$ cat src/rtl/operand_entry.sv
// Operand entry: synchronises the raw switches and buttons, debounces each button,
// and applies clr/load/neg actions to a signed 8-bit operand with a one-cycle strobe.
// Build option: define OPERAND_SAT_EN to saturate -(-128) to +127; otherwise it wraps.
module operand_entry #(
  parameter int DB_CYCLES = 250000
) (
  input  logic              clk,
  input  logic              rst,
  input  logic [7:0]        sw,
  input  logic              btn_load,
  input  logic              btn_neg,
  input  logic              btn_clr,
  output logic signed [7:0] dout,
  output logic              valid,
  output logic              ovf
);

  // The counter never holds more than DB_CYCLES-1 before it flips and clears.
  localparam int CW = (DB_CYCLES > 2) ? $clog2(DB_CYCLES) : 1;
  localparam logic [CW-1:0] CNT_MAX = CW'(DB_CYCLES - 1);

  localparam int LOAD = 0;
  localparam int NEG  = 1;
  localparam int CLR  = 2;

  logic [7:0]    sw_s1, sw_s2;
  logic [2:0]    btn_s1, btn_s2;
  logic [2:0]    db, db_q;
  logic [CW-1:0] cnt [3];

  logic [2:0]        rise;
  logic signed [7:0] dout_n;
  logic              valid_n, ovf_n;

  // NOTE: sequential state uses non-blocking assignments so every flop samples
  // pre-edge values; blocking here would collapse the synchroniser stages.
  always_ff @(posedge clk) begin
    if (rst) begin
      sw_s1  <= '0;
      sw_s2  <= '0;
      btn_s1 <= '0;
      btn_s2 <= '0;
      db     <= '0;
      db_q   <= '0;
      // NOTE: the counter array is reset explicitly so a reset mid-debounce
      // discards the partial count; it is three registers, not a RAM.
      for (int i = 0; i < 3; i++) cnt[i] <= '0;
      dout   <= '0;
      valid  <= 1'b0;
      ovf    <= 1'b0;
    end else begin
      sw_s1  <= sw;
      sw_s2  <= sw_s1;
      btn_s1 <= {btn_clr, btn_neg, btn_load};
      btn_s2 <= btn_s1;
      db_q   <= db;
      for (int i = 0; i < 3; i++) begin
        if (btn_s2[i] == db[i]) begin
          cnt[i] <= '0;
        end else if (cnt[i] == CNT_MAX) begin
          db[i]  <= ~db[i];
          cnt[i] <= '0;
        end else begin
          cnt[i] <= cnt[i] + CW'(1);
        end
      end
      dout  <= dout_n;
      valid <= valid_n;
      ovf   <= ovf_n;
    end
  end

  assign rise = db & ~db_q;

  // NOTE: every always_comb output gets a default first, so no path infers a latch.
  always_comb begin
    dout_n  = dout;
    valid_n = 1'b0;
    ovf_n   = 1'b0;
    if (rise[CLR]) begin
      dout_n  = '0;
      valid_n = 1'b1;
    end else if (rise[LOAD]) begin
      dout_n  = sw_s2;
      valid_n = 1'b1;
    end else if (rise[NEG]) begin
      valid_n = 1'b1;
      if (dout == -8'sd128) begin
        ovf_n = 1'b1;
`ifdef OPERAND_SAT_EN
        dout_n = 8'sd127;
`else
        dout_n = dout;
`endif
      end else begin
        dout_n = -dout;
      end
    end
  end

endmodule
$ cat config.mk
export PLATFORM = sky130hd
export DESIGN_NAME = operand_entry
export DESIGN_NICKNAME = d
export VERILOG_FILES = /design/src/rtl/operand_entry.sv
export SDC_FILE = /design/constraint.sdc
export NUM_CORES = 1
export LEC_CHECK = 0
export CAP_MARGIN = 20
export CORE_UTILIZATION = 60
export CTS_CLUSTER_SIZE = 12
export DETAILED_ROUTE_END_ITERATION = 10
export PLACE_DENSITY_LB_ADDON = 0.2
export SKIP_LAST_GASP = 1
export SLEW_MARGIN = 20
export SYNTH_ARGS = -nofsm -noshare
export SYNTH_HDL_FRONTEND = slang
export SYNTH_SLANG_ARGS = --single-unit
$ cat constraint.sdc
create_clock -name clk -period 2.4 [get_ports clk]
set_input_delay 0.36 -clock clk [delete_from_list [all_inputs] [get_ports clk]]
set_output_delay 0.36 -clock clk [all_outputs]
set_load 0.05 [all_outputs]
Word level (Yosys, flattened, before mapping) --
Memory sizes are Yosys's and may differ from the RTL's. Index checks and enable logic that the tools add are counted.
Word-level totals: RAM bits 54, bits in registers 38, output and inout bits 10, bits of input ports 13, memories kept 1, logic and storage cells 100
Memories:
- cnt | words 3, width 18, read ports 3, clocked after Yosys merged registers in 0, write ports 3, RTL line 29 | logic [CW-1:0] cnt [3];
Cells by class: reduce and logical (&&, ||, !) cells 7, bitwise logic cells 18, multiplexer cells 51, add/subtract/negate cells 4, eq/ne operators 8
Operators with widths (number):
- $mux 18 | 9
- $add 18x1->18 const B | 3
- $eq 18x18->1 const B | 3
- $mux 1 | 39
- $mux 8 | 3
- $or 1x1->1 | 9
- $eq 8x8->1 const B | 1
- $neg 8->8 | 1
- $reduce_and 2->1 | 4
- $not 1->1 | 7
- $reduce_or 4->1 | 1
- $and 3x3->3 | 1
- $eq 1x1->1 | 3
- $not 3->3 | 1
- $ne 2x2->1 const B | 1
- $reduce_bool 2->1 | 1
- $reduce_or 2->1 | 1

Logic depth before layout (Yosys ltp) --
Gate-level depths: netlist (run 1).
word-level depth 7, mapped depth 7, depth with buffers taken out 6

Worst setup path after synthesis (run 1) --
OpenSTA, ideal clock, no wires.
kind reg2reg, start mem cnt[0][0] in the netlist's numbering, end mem cnt[0][10] in the netlist's numbering (data pin), path slack 0.328 ns, stages on the path, launching flop included 8, library setup time 0.257 ns, clock period less this slack 2.072 ns, arrival time 1.815 ns, required time 2.143 ns, buffers on the path 2, cells stage by stage edfxtp_1 -> ha_1 -> buf_2 -> nand3_1 -> or4_1 -> o21ai_2 -> buf_2 -> nor2_1
RTL lines (RTL line):
- start: declaration | 29

==> results of run 1 <==
==> synthesized netlist by cell type (all sizes together), types with 2 or more instances <==
cell type  number
o31ai           2
mux2i           2
nand2          16
or4             9
inv            11
xnor2          30
clkbuf         12
nor2b          28
and4            6
buf             4
or3             5
and2            3
nand3          24
a211oi          2
dfxtp          38
nor4           12
nand4          19
a31oi           3
nor3           10
xor2           19
nor4b           3
ha              4
and3            2
nor2           59
edfxtp         54
o21ai          15
nand2b          7
a21oi          11
==> cell families (layout without fill, tap and decap cells) <==
group / Yosys count / in the layout / synth area share, %
other cells: 1 / 54 / 0.0865
xor+xnor: 49 / 49 / 9.90
flops: 92 / 92 / 55.0
mux: 3 / 3 / 0.722
compound gates: 36 / 36 / 5.20
buf+inv: 27 / 57 / 2.68
simple gates: 205 / 205 / 25.3
fa+ha+maj: 4 / 4 / 1.15
==> power breakdown <==
group | total (µW) | switching [µW] | leakage (µW) | internal, µW
registers | 1780 | 51.2 | 0.000868 | 1720
clock network | 1020 | 566 | 0.0000998 | 455
logic | 136 | 71.6 | 0.000761 | 64.6
==> layer usage <==
metal | share of wire (%) | vias up | wire, µm | track usage, %
met2 | 49 | 67 | 3750 | 36.1
met4 | 2.0 | 0 | 153 | 9.39
met5 | 0 | - | 0 | 0
li1 | - | 1595 | - | -
met3 | 3.7 | 16 | 283 | 5.97
met1 | 45 | 1461 | 3410 | 27.4
==> layout by cell type, fill, tap and decap left out, types with 11 or more instances in the layout <==
cell | netlist | final
xor2_1 | 19 | 19
xnor2_1 | 30 | 30
dfxtp_1 | 38 | 38
o21ai_0 | 12 | 12
edfxtp_1 | 54 | 54
a21oi_1 | 11 | 11
nand4_1 | 19 | 19
conb_1 | 1 | 54
nor2_1 | 59 | 59
nor2b_1 | 28 | 28
nand3_1 | 24 | 24
inv_1 | 11 | 11
clkdlybuf4s50_1 | 0 | 22
nand2_1 | 16 | 16
nor4_1 | 12 | 12
==> critical path, delay by kind of cell, from the launching register on <==
family          cells  cell delay (ps)
simple gates        3             1080
flops               1              470
compound gates      1              390
==> worst paths after layout <==
| check | startpoint | endpoint | slack, ps | depth (start not counted) |
|---|---|---|---|---|
| max | cnt[2][9]$_SDFFCE_PN0P_ | cnt[2][5]$_SDFFCE_PN0P_ | 190 | 4 |
| min | sw_s1[4]$_SDFF_PP0_ | sw_s2[4]$_SDFF_PP0_ | 430 | 1 |
| max reg2reg | cnt[2][9]$_SDFFCE_PN0P_ | cnt[2][5]$_SDFFCE_PN0P_ | 190 | 4 |
| min reg2reg | sw_s1[4]$_SDFF_PP0_ | sw_s2[4]$_SDFF_PP0_ | 430 | 1 |
==> final cells by class <==
cell class | count | area (µm²)
clock inverters | 6 | 48.8
fillers | 524 | 1810
multi-input cells | 351 | 2030
inverters | 11 | 41.3
well taps | 96 | 120
flip-flops and latches | 92 | 2380
clock buffers | 10 | 149
repair buffers | 30 | 280
==> through the flow <==
step	total power, µW	instance area (µm²)	setup WS, ps
2_1_floorplan	1890	4530	328
3_3_place_gp	1940	4860	253
3_5_place_dp	1940	4860	214
4_1_cts	2950	5060	201
5_1_grt	3050	5060	72.7
6_report	2930	5060	193
==> flip-flops by register name (all words and copies together) (netlist names) <==
| name | flops |
|---|---|
| btn_s1 | 3 |
| btn_s2 | 3 |
| cnt | 54 |
| db | 3 |
| db_q | 3 |
| dout | 8 |
| ovf | 1 |
| sw_s1 | 8 |
| sw_s2 | 8 |
| valid | 1 |
==> metrics.csv, run 1 <==
metric;value;unit
std_cell_rows;30;
fin_crit_sh;91.9;%
setup-violations-final;0;
drive_gt1_share;6.40;%
cp_max_fo;17;
finalNonFillerCells;596;
ioPinCount;23;
cts-resized-gates;0;
dp.cells;580;
grt_pass1_vias;2878;
die_y;87.0;µm
wire_per_inst;12.7;µm
wl;7.59;mm
cts_sinks;92;
grt_pass1_wl;12.8;mm
synthArstFlopShare;0;%
critical_path_class;reg -> reg;
grt-ovfl-total;0;
routabilityCongestion;0.833;
vias_per_cell;5.27;
syn_to_final_growth;16.7;%
die_x;87.0;µm
hold_buffers;0;
max-cap-violations;0;
whs;430;ps
fmax;453;MHz
synth.ff_latch_count;92;
antenna_left;0;
io_buffers;22;
vias;3139;
grt_max_degree;36;
power_leakage;0.00173;µW
synth_area_leaders;edfxtp_1 37%, dfxtp_1 18%, xnor2_1 6.1%;
worst_pin_slew;575;ps
worstPathRequired;2490;ps
cts_setup_buffers;0;
drtIter0Drc;125;
clk_path_buf_depth;2;
synth_top_area_share;37.4;%
clock_latency;360;ps
p_per_area;580;nW/µm²
clkTransAtPathRegs;100;ps
rsz0062_at_grt;false;
cpMaxStageDelayCell;or4_1;
dieArea;7570;µm²
final.setup.tns;0;ps
critical_path.max_stage_delay;530;ps
ys_warn_count;0;
fin_crit;2210;ps
fin_util;73.6;%
slew_violations;0;
hold_path.class;reg -> reg;
finalHoldViolCount;0;
syn_inst;417;
critPathCaptureType;flop;
syn_area;4330;µm²
layout.nets;512;
diodes;0;
drt_first_pass_iters;4;
startpoint_type;flop;
cts_tree;built;
crit_chain;or4_1, or4_4, o21ai_4, nor2_1;
worst_ir_drop_vdd;361;µV
finClkSkew;14.2;ps
slew_headroom;61.7;%
coreArea;6870;µm²
cts_buffers;9;
grt_usage;22.0;%
clockRootBuffer;clkbuf_8;
crit_arrival;2300;ps
htree_levels;3;
initial_core_util;63.1;%
synth.avg_cell_area;10.4;µm²
drc;0;
antenna_found_initial;0;
synthFlopType;edfxtp_1;
synth_edf_count;54;
hpwl;5.27;mm
yosysUniqueCellTypes;42;
status;completed;
seq_area_frac_synth;55.0;%
synth_area_leader_cell;edfxtp_1;
Power figures use the tool's default switching activity.
==> run 2: changes to the inputs <==
Settings changed: CORE_MARGIN set to 2.
==> run 2 against run 1 <==
  * Utilization shrank 0.51 points
  * Sequential power is essentially flat
  * Non-clock buffer count shrank 1
  * Highest routed layer unchanged
==> metrics.csv, run 2 (synthesized netlist as in run 1, its figures left out) <==
metric;value;unit
cts_setup_buffers;0;
wl;7.43;mm
max-cap-violations;0;
grt.met3_usage;3.14;%
cts_sinks;92;
worst_pin_slew;571;ps
hpwl;5.14;mm
r2r_start;cnt[2][9]$_SDFFCE_PN0P_;
place_area;4850;µm²
crit_arrival;2330;ps
slew_headroom;61.9;%
largest_reg_flops;54;
p_per_area;584;nW/µm²
clk_path_buf_depth;2;
mostFrequentLayoutCells;59 x nor2_1, 54 x edfxtp_1, 54 x conb_1, 38 x dfxtp_1, 30 x xnor2_1;
r2r_slack;170;ps
crit_chain;or4_1, or4_4, o21ai_4, nor2_1;
hold_path.class;reg -> reg;
ioPinCount;23;
drive_gt1_share;6.21;%
busiest_layer;met2;
antenna_left;0;
layout.nets;511;
worst_ir_drop_vdd;398;µV
startpoint_type;flop;
clockRootBuffer;clkbuf_8;
wire_per_inst;12.5;µm
fin_crit;2230;ps
grt-ovfl-total;0;
routabilityCongestion;0.864;
vias_per_cell;5.29;
grtUsageMet1;27.6;%
coreArea;6910;µm²
worstSetupEndpoint;cnt[2][5]$_SDFFCE_PN0P_;
io_buffers;22;
cp_max_fo;17;
drc;0;
syn_to_final_growth;16.5;%
fmax;448;MHz
fin_crit_sh;93.0;%
fillers;559;
drtIter0Drc;118;
final.setup.tns;0;ps
hold_buffers;0;
std_cell_rows;30;
grt_max_degree;20;
status;completed;
die_y;89.0;µm
critical_path_class;reg -> reg;
grt_usage;20.5;%
critPathCaptureType;flop;
cts_buffers;9;
dieArea;7920;µm²
max_flop_register;cnt;
critical_path.max_stage_delay;530;ps
finalHoldViolCount;0;
htree_levels;3;
finClkSkew;11.7;ps
grt_pass1_wl;12.7;mm
vias;3148;
antenna_found_initial;0;
clkTransAtPathRegs;100;ps
grtUsageMet2;33.0;%
clock_latency;360;ps
cts_tree;built;
finish.instance_area;5050;µm²
power_leakage;0.00173;µW
worstPathRequired;2490;ps
setup-violations-final;0;
rsz0062_at_grt;false;
drt_first_pass_iters;4;
initial_core_util;62.8;%
worstReg2RegEnd;cnt[2][5]$_SDFFCE_PN0P_;
grt_pass1_vias;2920;
cts-resized-gates;0;
rr_worst_depth;4;
cpMaxStageDelayCell;or4_1;
slew_violations;0;
crit_start;cnt[2][9]$_SDFFCE_PN0P_;
die_x;89.0;µm
layout_commonest_cell;nor2_1;
diodes;0;
[run 2: cell types whose count changed in the layout (fill, tap and decap cells not counted), sizes merged]
cell,change
buf,-1
clkinv,+1
clkinvlp,-1
[run 2: final cells by class]
cell class,instances,area [µm²],area share (%)
clock buffers,10,149,2.95
clock inverters,6,48.8,0.967
inverters,11,41.3,0.818
multi-input cells,351,2030,40.3
flip-flops and latches,92,2380,47.2
well taps,96,120,2.38
repair buffers,29,273,5.40
[run 2: worst min path at each step]
stage / start / endpoint / slack [ps] / cells after the start
after global placement: btn_s1[1]$_SDFF_PP0_ / btn_s2[1]$_SDFF_PP0_ / 420 / 1
after CTS: sw_s1[5]$_SDFF_PP0_ / sw_s2[5]$_SDFF_PP0_ / 450 / 1
after floorplan: btn_s1[0]$_SDFF_PP0_ / btn_s2[0]$_SDFF_PP0_ / 410 / 1
final: sw_s1[5]$_SDFF_PP0_ / sw_s2[5]$_SDFF_PP0_ / 450 / 1
after detailed placement: sw_s1[5]$_SDFF_PP0_ / sw_s2[5]$_SDFF_PP0_ / 420 / 1
after global routing: sw_s1[0]$_SDFF_PP0_ / sw_s2[0]$_SDFF_PP0_ / 460 / 1
[run 2: power breakdown]
group	total, µW	switching [µW]	internal (µW)
logic	135	69.7	65.0
registers	1780	51.4	1720
clock network	1040	581	457
[run 2: per-stage QoR]
stage                     utilization [%]  power [µW]  std cells  setup WS (ps)  hold slack, ps
after global routing                 73.1        3060        595           91.3             462
after floorplan                         -        1890        470            328             414
after CTS                            73.1        2970        595            159             448
after global placement               70.2        1940        579            276             418
after detailed placement             70.2        1940        579            190             423
final                                73.1        2950        595            167             446
[run 2: worst max-delay path: cells and delay by family (launching register included)]
family,cells,cell delay (ps)
AO/OA/AOI/OAI,1,410
AND/OR/NAND/NOR,3,1100
flip-flops,1,460
[run 2: metal layers]
layer / routed length, µm / part of all wire, %
met5: 0 / 0
met4: 133 / 1.8
met3: 188 / 2.5
met2: 3580 / 48
met1: 3530 / 48
